`src/rtl/dual_issue_fetch_queue.sv`:
```
// Fetch-side instruction queue for the dual-issue scheduler: fixed 1-cycle imem, circular FIFO, 0/1/2 retire.
// Optional FETCH_HALT_EN: stop fetching once an EBREAK word has been queued (adds `halted` output).
module dual_issue_fetch_queue #(
    parameter int unsigned DEPTH    = 8,
    parameter logic [31:0] RESET_PC = 32'h0
) (
    input  logic                      clk,
    input  logic                      rst,
    output logic                      imem_req,
    output logic [31:0]               imem_addr,
    input  logic [31:0]               imem_rdata,
    input  logic                      flush,
    input  logic [31:0]               flush_pc,
    input  logic                      freeze1,
    input  logic                      freeze2,
    output logic [31:0]               instruction0,
    output logic [31:0]               instruction1,
    output logic                      nothing_filled,
    output logic [$clog2(DEPTH):0]    count
`ifdef FETCH_HALT_EN
    ,
    output logic                      halted
`endif
);

    localparam int unsigned PW = $clog2(DEPTH);
    localparam int unsigned CW = PW + 1;

    logic [31:0]   pc_q, pc_d;
    logic [PW-1:0] rd_ptr_q, rd_ptr_d;
    logic [PW-1:0] wr_ptr_q, wr_ptr_d;
    logic [CW-1:0] count_q, count_d;
    logic          inflight_q, inflight_d;
    logic [31:0]   mem_q [DEPTH];
    logic [31:0]   mem_d [DEPTH];

    logic          push, pop0, pop1, space_ok, halt_block;
    logic [PW-1:0] rd_ptr_p1;

`ifdef FETCH_HALT_EN
    localparam logic [31:0] EBREAK = 32'h0010_0073;
    logic halted_q, halted_d;

    // The returning EBREAK also blocks the request in its own cycle, so no fetch past it is issued.
    assign halt_block = halted_q || (inflight_q && (imem_rdata == EBREAK));
    assign halted     = halted_q;
`else
    assign halt_block = 1'b0;
`endif

    // The in-flight word is reserved space, so a push can never find the FIFO full.
    assign space_ok = ({1'b0, count_q} + {{CW{1'b0}}, inflight_q}) < (CW + 1)'(DEPTH);

    always_comb begin
        push     = inflight_q;
        pop0     = !freeze1 && (count_q != '0);
        pop1     = pop0 && !freeze2 && (count_q >= CW'(2));
        imem_req = !rst && !flush && space_ok && !halt_block;

        pc_d       = pc_q;
        rd_ptr_d   = rd_ptr_q + PW'(pop0) + PW'(pop1);
        wr_ptr_d   = wr_ptr_q;
        count_d    = count_q + CW'(push) - CW'(pop0) - CW'(pop1);
        inflight_d = imem_req;
        mem_d      = mem_q;
`ifdef FETCH_HALT_EN
        halted_d   = halted_q;
`endif

        if (push) begin
            mem_d[wr_ptr_q] = imem_rdata;
            wr_ptr_d        = wr_ptr_q + 1'b1;
`ifdef FETCH_HALT_EN
            if (imem_rdata == EBREAK) halted_d = 1'b1;
`endif
        end
        if (imem_req) pc_d = pc_q + 32'd4;

        if (flush) begin
            pc_d       = flush_pc & 32'hFFFF_FFFC;
            rd_ptr_d   = '0;
            wr_ptr_d   = '0;
            count_d    = '0;
            inflight_d = 1'b0;
`ifdef FETCH_HALT_EN
            halted_d   = 1'b0;
`endif
        end
    end

    always_ff @(posedge clk) begin
        if (rst) begin
            pc_q       <= RESET_PC;
            rd_ptr_q   <= '0;
            wr_ptr_q   <= '0;
            count_q    <= '0;
            inflight_q <= 1'b0;
`ifdef FETCH_HALT_EN
            halted_q   <= 1'b0;
`endif
        end else begin
            pc_q       <= pc_d;
            rd_ptr_q   <= rd_ptr_d;
            wr_ptr_q   <= wr_ptr_d;
            count_q    <= count_d;
            inflight_q <= inflight_d;
`ifdef FETCH_HALT_EN
            halted_q   <= halted_d;
`endif
        end
    end

    // Storage needs no reset: every read is masked by count.
    always_ff @(posedge clk) begin
        mem_q <= mem_d;
    end

    assign rd_ptr_p1      = rd_ptr_q + 1'b1;
    assign imem_addr      = pc_q;
    assign count          = count_q;
    assign nothing_filled = (count_q == '0);
    assign instruction0   = (count_q != '0)      ? mem_q[rd_ptr_q]  : '0;
    assign instruction1   = (count_q >= CW'(2))  ? mem_q[rd_ptr_p1] : '0;

endmodule
```
`config.mk`:
```
export PLATFORM = sky130hd
export DESIGN_NAME = dual_issue_fetch_queue
export DESIGN_NICKNAME = d
export VERILOG_FILES = /design/src/rtl/dual_issue_fetch_queue.sv
export SDC_FILE = /design/constraint.sdc
export NUM_CORES = 1
export LEC_CHECK = 0
export CORE_ASPECT_RATIO = 1.75
export CORE_UTILIZATION = 52
export DETAILED_ROUTE_END_ITERATION = 8
export PLACE_DENSITY_LB_ADDON = 0.2
export SETUP_SLACK_MARGIN = 0.2
export SLEW_MARGIN = 40
export SYNTH_ARGS = -nofsm -noshare
export SYNTH_HDL_FRONTEND = slang
export SYNTH_SLANG_ARGS = --single-unit
```
`constraint.sdc`:
```
create_clock -name clk -period 6.1 [get_ports clk]
set_clock_uncertainty 0.15 [all_clocks]
set_input_delay 1.83 -clock clk [delete_from_list [all_inputs] [get_ports clk]]
set_output_delay 1.83 -clock clk [all_outputs]
set_load 0.05 [all_outputs]
```
==> impl_results.md, run 1 <==
- Outcome: completed
- Required time of the critical path: 4.12 ns
- Die area: 0.0276 mm²
- Worst Setup End Kind: output port
- Hold_buf cts: 0
- IO Count: 171
- Port buffer count: 166
- CTS tree: done
- Post-Syn Area: 0.0140 mm²
- Die Wd: 126 µm
- Layout cells sized above 1: 21.3%
- Total number of vias: 8,746
- Unrepaired setup endpoints after global routing: no
- Worst-Skew Late Latency: 0.54 ns
- Clock-pin slew on the worst setup and hold paths: 0.07 ns
- Vias in the first global route: 8,991
- WS Path Type: flop to output port
- Finished Layout Cells: 1,392
- Critical Path AT: 3.58 ns
- Total Routing Usage GR: 24.9%
- Root buf cell: clkbuf_16
- Async SR Flop Fraction: 0%
- Vias/cell: 6.28
- Max Clk Rate: 0.180 GHz
- Row cnt: 79
- DR WL/cell: 24.0 µm
- Min Tclk post-route: 5.56 ns
- Post-detail-place hpwl: 20,700 µm
- Slew headroom: 50.2%
- Largest stage delay, worst path: 0.87 ns
- Crit path cell chain: xnor2_2 -> buf_4 -> nand2_1 -> a21oi_1 -> clkdlybuf4s50_1
- Peak VDD IR: 0.266 mV
- CP max stage cell: clkdlybuf4s50_1
- Sink Count: 297
- Predominant post-synthesis flop cell: edfxtp_1
- Initial core utilization: 52.8%
- Die Height: 219 µm
- DRT Wirelength: 33,400 µm
- # Post-CTS Setup Buffers: 0
- Cell variety after synth: 43
- First drt pass iteration count: 6
- Final WS setup: 0.543 ns
- ANT nets after route: 0
- Multi-input logic area: 0.00527 mm²
- Fillcell total: 1,939
- Initial antenna violation count: 2
- Seq/Total Area, Yosys: 60.8%
- Num CTS Buffers: 26
- Initial drt markers: 553
- Setup TNS: 0 ns
- Gpl congestion: 0.859
- Fin nets: 1,129
- Cell Pwr Density: 426 mW/mm²
- Post-synth EDFFs: 256
- CTS max path bufs: 3
- Finish-stage setup viols: 0
- Residual DRC count: 0
- Hold Path Class: flop to flop
- CP Launch Type: flop
- Min Hold Slack: 0.393 ns
- First-pass GRT wire length: 51,400 µm
- Placed Cells: 1,343
- FF/Latch Area: 0.00852 mm²
- Syn Inst Count: 890
- Leakage: 5.24 nW
- Final Slew Violations: 0
- Hold Fails Final Rpt: 0
- Register bit total from synthesis: 297
- Resize count post-CTS: 0
- Yosys warnings: 0
- Max-Cap Viols: 0
- Slew @ Worst Pin: 0.744 ns
- Antenna diodes: 0
- GRT overflow: 0
- Critical-path maximum fanout: 23
- Core area: 0.0265 mm²
- Synthesized area per cell: 15.7 µm²
- Area growth syn-to-layout: 21.8%
- Final Power: 7.26 mW
- DP Worst Slack: 1.11 ns
- CTS H-tree lvls: 1
- Tcrit/Tclk final: 91.1%
- Largest net degree at the start of global routing: 130
per-stage QoR:
step           cell area [µm²]  util, %
2_1_floorplan            14000        -
3_3_place_gp             16100     60.8
3_5_place_dp             16100     60.9
4_1_cts                  17000     64.2
5_1_grt                  17000     64.3
6_report                 17000     64.3
sequential cells by signal (all words and copies together) (netlist names):
register    count
count           4
wr_ptr_q        3
rd_ptr_q        3
imem_addr      30
inflight_q      1
mem_q         256
path summary, 6_finish.rpt:
path,from,end,slack (ns),cells past startpoint
max,rd_ptr_q[2]$_SDFF_PN0_,instruction1[18],0.54,5
min,imem_addr[3]$_SDFFE_PP0P_,imem_addr[3]$_SDFFE_PP0P_,0.39,2
max reg2reg,count[2]$_SDFF_PN0_,count[3]$_SDFF_PN0_,2.82,13
min reg2reg,imem_addr[3]$_SDFFE_PP0P_,imem_addr[3]$_SDFFE_PP0P_,0.39,2
final cells by class:
type	count	area share (%)
Inverter	15	0.331
Clock inverter	12	0.595
Tap cell	324	2.38
Timing Repair Buffer	190	11.2
Clock buffer	36	4.59
Sequential cell	297	50.0
Multi-Input combinational cell	518	31.0
metal layers:
metal / wire length, µm / GRT usage (%) / part of all wire [%]
met3: 1890 / 3.73 / 5.7
met4: 629 / 6.91 / 1.9
met1: 12100 / 28.4 / 36
met5: 17 / 0 / 0.051
met2: 18800 / 47.8 / 56
report_power, final:
part           switching [mW]  total [mW]  internal, mW
logic                    2.08        3.26          1.18
clock network           0.729        1.68         0.948
registers              0.0565        2.32          2.26
worst max-delay path, delay by kind of cell, from the launching register on:
family,cells,cell delay (ns)
flops,1,0.54
buf+inv,2,1.36
compound gates,1,0.32
simple gates,1,0.09
xor+xnor,1,0.71
kinds of logic after synthesis:
| logic type | synth area share [%] |
|---|---|
| buf+inv | 2.27 |
| xor+xnor | 0.438 |
| simple gates | 7.95 |
| fa+ha+maj | 1.23 |
| other cells | 0.0268 |
| flops | 60.8 |
| compound gates | 3.98 |
| mux | 23.3 |
placed cells by master (no fill, tap or decap), drive strengths merged, types with 21 or more instances in the layout:
master / n
nand2: 113
dfxtp: 41
clkdlybuf4s50: 165
clkbuf: 36
a21oi: 39
mux2i: 33
nor2: 54
edfxtp: 256
mux4: 128
a31oi: 21
buf: 25
synthesized netlist by cell type (15+ instances only):
library cell,instances,area [µm²]
edfxtp_1,256,7690
mux4_2,128,2880
nand2_1,113,424
nor2_1,54,203
dfxtp_1,41,821
a21oi_1,39,195
clkbuf_1,37,139
mux2i_1,33,330
a31oi_1,21,131
buf_2,20,100
or3_1,16,100
inv_1,15,56.3
nand3_1,15,75.1
Note: power is estimated with default switching activity, not from simulation.
==> run 2, diff against run 1 <==
--- a/config.mk
+++ b/config.mk
@@ -5,10 +5,11 @@
 export SDC_FILE = /design/constraint.sdc
 export NUM_CORES = 1
 export LEC_CHECK = 0
-export CORE_ASPECT_RATIO = 1.75
+export CORE_ASPECT_RATIO = 1.5
 export CORE_UTILIZATION = 52
 export DETAILED_ROUTE_END_ITERATION = 8
 export PLACE_DENSITY_LB_ADDON = 0.2
+export REMOVE_ABC_BUFFERS = 1
 export SETUP_SLACK_MARGIN = 0.2
 export SLEW_MARGIN = 40
 export SYNTH_ARGS = -nofsm -noshare
==> run 2 against run 1 <==
Sequential share of layout area is 0.24 points lower. Clock power is 7% higher. Fmax is 2.8% higher. Largest power group unchanged. Global-route usage is 0.13 points higher. Total power is 1.6% higher. Wire length is 1.3% lower. Hold slack worse by 0.0041 ns. Non-clock buffer count is 1 higher.
==> impl_results.md, run 2 (synthesis results as in run 1) <==
- Outcome: completed
- Largest net degree at the start of global routing: 130
- GRT overflow: 0
- CP Launch Type: flop
- Post-detail-place hpwl: 20,100 µm
- Hold_buf cts: 0
- Min Tclk post-route: 5.41 ns
- Core area: 0.0265 mm²
- Fin area: 0.0171 mm²
- Row cnt: 73
- Most frequent cells in the layout: edfxtp_1, clkdlybuf4s50_1, mux4_2
- Num CTS Buffers: 26
- Final Power: 7.38 mW
- Max reg flops: 256
- Finish-stage setup viols: 0
- Hold Path Class: flop to flop
- Max Clk Rate: 0.185 GHz
- Leakage: 5.26 nW
- Placed Area: 0.0161 mm²
- Fillcell total: 1,906
- Layout cells sized above 1: 20.9%
- Slew @ Worst Pin: 0.810 ns
- CTS H-tree lvls: 1
- R2R cell count: 14
- Initial core utilization: 52.8%
- WS Path Type: flop to output port
- Sink Count: 297
- First-pass GRT wire length: 51,400 µm
- Initial antenna violation count: 2
- Peak VDD IR: 0.331 mV
- Hold Fails Final Rpt: 0
- Critical Path Start: rd_ptr_q[0]$_SDFF_PN0_
- Crit path capture: instruction1[27]
- # Post-CTS Setup Buffers: 0
- Fin nets: 1,130
- DR WL/cell: 23.5 µm
- Most common cell after layout, fill and taps aside: edfxtp_1
- Unrepaired setup endpoints after global routing: no
- Area growth syn-to-layout: 22.4%
- Worst-Skew Late Latency: 0.53 ns
- Utilization after layout: 64.6%
- Final Slew Violations: 0
- First drt pass iteration count: 5
- Worst Setup End Kind: output port
- Die area: 0.0276 mm²
- Die Height: 203 µm
- Clock-pin slew on the worst setup and hold paths: 0.06 ns
- Die Wd: 136 µm
- Gpl congestion: 0.819
- Tcrit/Tclk final: 88.7%
- Required time of the critical path: 4.12 ns
- IO Count: 171
- Most flop-heavy register: mem_q
- Slew headroom: 45.7%
- Port buffer count: 166
- DRT Wirelength: 33,000 µm
- Critical Path AT: 3.43 ns
- Reg2reg setup slack: 2.20 ns
- R2r startpoint: count[2]$_SDFF_PN0_
- Max-Cap Viols: 0
- Residual DRC count: 0
- FF-to-FF End: count[3]$_SDFF_PN0_
- Initial drt markers: 558
- CTS tree: done
- ANT nets after route: 0
- Total Routing Usage GR: 25.0%
- Resize count post-CTS: 0
- Cell Pwr Density: 431 mW/mm²
- Total number of vias: 8,671
- Root buf cell: clkbuf_16
- Vias/cell: 6.17
- CTS max path bufs: 3
- Vias in the first global route: 9,232
- Critical-path maximum fanout: 30
run 2: cell count changes in the layout (fill, tap and decap cells not counted), sizes merged:
cell,change
buf,+1
bufinv,+5
clkinv,-5
clkinvlp,+1
diode,+2
inv,-3
run 2: power breakdown:
group	internal, mW	switching [mW]	total (mW)	leakage (nW)
Clock	1.10	0.703	1.80	0.456
Sequential	2.26	0.0556	2.32	2.65
Combinational	1.18	2.09	3.26	2.15
Total	4.54	2.84	7.38	5.26
run 2: area by class of cell:
type | instances | area [µm²] | share of cell area, %
Timing Repair Buffer | 191 | 1900 | 11.1
Tap cell | 337 | 422 | 2.46
Clock inverter | 10 | 201 | 1.18
Antenna cell | 2 | 5.00 | 0.0292
Multi-Input combinational cell | 518 | 5280 | 30.9
Inverter | 15 | 56.3 | 0.329
Clock buffer | 36 | 739 | 4.32
Sequential cell | 297 | 8520 | 49.8
run 2: worst max-delay path: stages, from the launching register on:
cell             delay [ns]
dfxtp_4                0.36
ha_4                   0.67
buf_4                  0.38
mux4_2                 0.54
nand2_1                0.09
a21oi_1                0.11
clkdlybuf4s50_1        0.74
run 2: layer usage:
metal	vias to the layer above	GRT usage, %	routed length (µm)
met3	58	5.17	2510
met4	0	9.40	969
met5	-	0	0
met2	368	45.0	17700
met1	4368	28.9	11800
li1	3877	-	-
run 2: worst min-delay path by stage:
stage / end / slack [ns] / start / depth (start not counted)
2_1_floorplan: wr_ptr_q[2]$_SDFFE_PN0P_ / 0.34 / wr_ptr_q[2]$_SDFFE_PN0P_ / 2
3_3_place_gp: imem_addr[31]$_SDFFE_PP0P_ / 0.37 / imem_addr[31]$_SDFFE_PP0P_ / 2
3_5_place_dp: imem_addr[31]$_SDFFE_PP0P_ / 0.38 / imem_addr[31]$_SDFFE_PP0P_ / 2
4_1_cts: imem_addr[31]$_SDFFE_PP0P_ / 0.39 / imem_addr[31]$_SDFFE_PP0P_ / 2
5_1_grt: wr_ptr_q[2]$_SDFFE_PN0P_ / 0.42 / wr_ptr_q[2]$_SDFFE_PN0P_ / 2
6_report: wr_ptr_q[2]$_SDFFE_PN0P_ / 0.39 / wr_ptr_q[2]$_SDFFE_PN0P_ / 2
run 2: stage by stage:
| stage | setup slack [ns] | hold WS [ns] | setup TNS (ns) | cells |
|---|---|---|---|---|
| after global routing | 0.494 | 0.422 | 0 | 1405 |
| after floorplan | -4.16 | 0.342 | -180.57 | 830 |
| after global placement | 0.936 | 0.370 | 0 | 1357 |
| after detailed placement | 1.09 | 0.378 | 0 | 1357 |
| after CTS | 0.511 | 0.391 | 0 | 1403 |
| final | 0.692 | 0.388 | 0 | 1406 |
==> run 3, diff against run 2 <==
--- a/config.mk
+++ b/config.mk
@@ -5,7 +5,6 @@
 export SDC_FILE = /design/constraint.sdc
 export NUM_CORES = 1
 export LEC_CHECK = 0
-export CORE_ASPECT_RATIO = 1.5
 export CORE_UTILIZATION = 52
 export DETAILED_ROUTE_END_ITERATION = 8
 export PLACE_DENSITY_LB_ADDON = 0.2
==> run 3 against run 2 <==
The flow now finishes with violations (DRC). Worst setup slack got worse by 0.020 ns. Hold slack got worse by 0.016 ns. Flip-flop and latch count did not move. Wire length fell by 1.2%. Final cell count rose by 0.28%. Sequential power barely moved. Clock-buffer cell count rose by 5. First-iteration DRC count rose by 28%. Die area barely moved. Critical path type unchanged.
==> impl_results.md, run 3 (synthesis results as in run 1) <==
- First drt pass iteration count: 9
- CTS tree: done
- Placed Area: 0.0161 mm²
- Required time of the critical path: 4.12 ns
- Critical Path AT: 3.45 ns
- Hold Path Class: flop to flop
- Crit path cell chain: xor2_4 -> buf_4 -> nand2_1 -> a21oi_1 -> clkdlybuf4s50_1
- CP Launch Type: flop
- Initial core utilization: 53.4%
- Num CTS Buffers: 30
- First-pass GRT wire length: 51,200 µm
- Slew headroom: 44.8%
- Most common cell after layout, fill and taps aside: edfxtp_1
- Root buf cell: clkbuf_16
- Resize count post-CTS: 0
- Die Wd: 166 µm
- DR WL/cell: 23.1 µm
- Min Tclk post-route: 5.43 ns
- Unrepaired setup endpoints after global routing: no
- Clk network pwr share: 24.6%
- Leakage: 5.28 nW
- Reg power frac: 31.6%
- Layout cells sized above 1: 21.2%
- Tcrit/Tclk final: 89.0%
- Core area: 0.0262 mm²
- Psw: 2.85 mW
- # Post-CTS Setup Buffers: 0
- Final Slew Violations: 0
- Finish-stage setup viols: 0
- Area growth syn-to-layout: 22.8%
- Failing checks: DRC
- Slew @ Worst Pin: 0.828 ns
- Net switching share of the total power: 38.9%
- Most flop-heavy register: mem_q
- Total Routing Usage GR: 24.3%
- Setup TNS: 0 ns
- Max Clk Rate: 0.184 GHz
- Largest stage delay, worst path: 0.87 ns
- CP max stage cell: dfxtp_2
- Max-Cap Viols: 0
- Die Height: 166 µm
- Die area: 0.0276 mm²
- Total internal power: 4.49 mW
- Comb pwr share: 43.8%
- Vias in the first global route: 8,935
- Worst Setup End Kind: output port
- Antenna diodes: 0
- Worst-Skew Late Latency: 0.55 ns
- Hold Fails Final Rpt: 0
- Port buffer count: 166
- CTS max path bufs: 3
- CTS H-tree lvls: 1
- Most frequent cells in the layout: edfxtp_1, clkdlybuf4s50_1, mux4_2
- Max reg flops: 256
- WS Path Type: flop to output port
- Crit-path leading delay family: buffers and inverters
- Post-detail-place hpwl: 19,500 µm
- Vias/cell: 6.22
- Cell Pwr Density: 427 mW/mm²
- Placed Cells: 1,353
- Residual DRC count: 12
- Outcome: finished with violations
- Fin area: 0.0172 mm²
- Initial antenna violation count: 2
- Fin nets: 1,132
- Largest net degree at the start of global routing: 130
- Finished Layout Cells: 1,410
- ANT nets after route: 0
- Critical-path maximum fanout: 18
- IO Count: 171
- Row cnt: 59
- Peak VDD IR: 0.311 mV
- Clock-pin slew on the worst setup and hold paths: 0.06 ns
- Hold_buf cts: 0
- Sink Count: 297
- DRT Wirelength: 32,600 µm
- GRT overflow: 0
- Initial drt markers: 715
- Gpl congestion: 0.784
- Total number of vias: 8,768
- Buf+Inv Stages, Crit Path: 2
==> run 3: cell count changes in the layout (fill, tap and decap cells not counted), sizes merged <==
cell and change:
buf -2, bufinv -6, clkbuf +5, clkinv +8, clkinvlp +2, diode -2
inv +1
==> run 3: power groups by stage <==
stage	combinational, mW	sequential (mW)	clock [mW]
after floorplan	2.12	2.52	0
after global placement	3.20	2.36	0
after detailed placement	3.23	2.36	0
after CTS	3.24	2.32	1.83
after global routing	3.39	2.33	1.92
final	3.22	2.32	1.80
==> run 3: worst paths after layout <==
path	endpoint	from	slack [ns]	depth (start not counted)
setup / recovery	instruction1[14]	rd_ptr_q[2]$_SDFF_PN0_	0.67	5
hold / removal	wr_ptr_q[2]$_SDFFE_PN0P_	wr_ptr_q[2]$_SDFFE_PN0P_	0.37	2
setup reg to reg	count[3]$_SDFF_PN0_	count[2]$_SDFF_PN0_	2.34	14
hold reg to reg	wr_ptr_q[2]$_SDFFE_PN0P_	wr_ptr_q[2]$_SDFFE_PN0P_	0.37	2
==> run 3: area by class of cell <==
cell class / count / area (µm²)
clock buffers: 41 / 908
flip-flops and latches: 297 / 8520
repair buffers: 189 / 1910
well taps: 335 / 419
inverters: 15 / 56.3
fillers: 1814 / 9030
clock inverters: 15 / 91.3
multi-input cells: 518 / 5280
==> run 3: tightest hold or removal path: cells and delay by family (launching register included) <==
kind | cells | cell delay, ns
and+or+nand+nor | 1 | 0.07
DFF | 1 | 0.35
xor gates and xnor gates | 1 | 0.07
==> run 3: metal layers <==
| layer | up-vias | track usage [%] | wire length [µm] |
|---|---|---|---|
| met4 | 2 | 5.73 | 582 |
| met1 | 4456 | 31.5 | 12600 |
| met2 | 362 | 42.2 | 16700 |
| met3 | 58 | 5.20 | 2670 |
| met5 | - | 0 | 13 |
| li1 | 3890 | - | - |
==> run 3: per-stage QoR <==
stage	worst slack (ns)	hold slack (ns)	util, %	total power [mW]
finish	0.672	0.372	65.5	7.34
global route	0.518	0.416	65.5	7.64
CTS	0.499	0.379	65.4	7.39
detailed placement	1.07	0.362	61.6	5.59
global placement	1.04	0.360	61.6	5.56
floorplan	-4.16	0.342	-	4.64
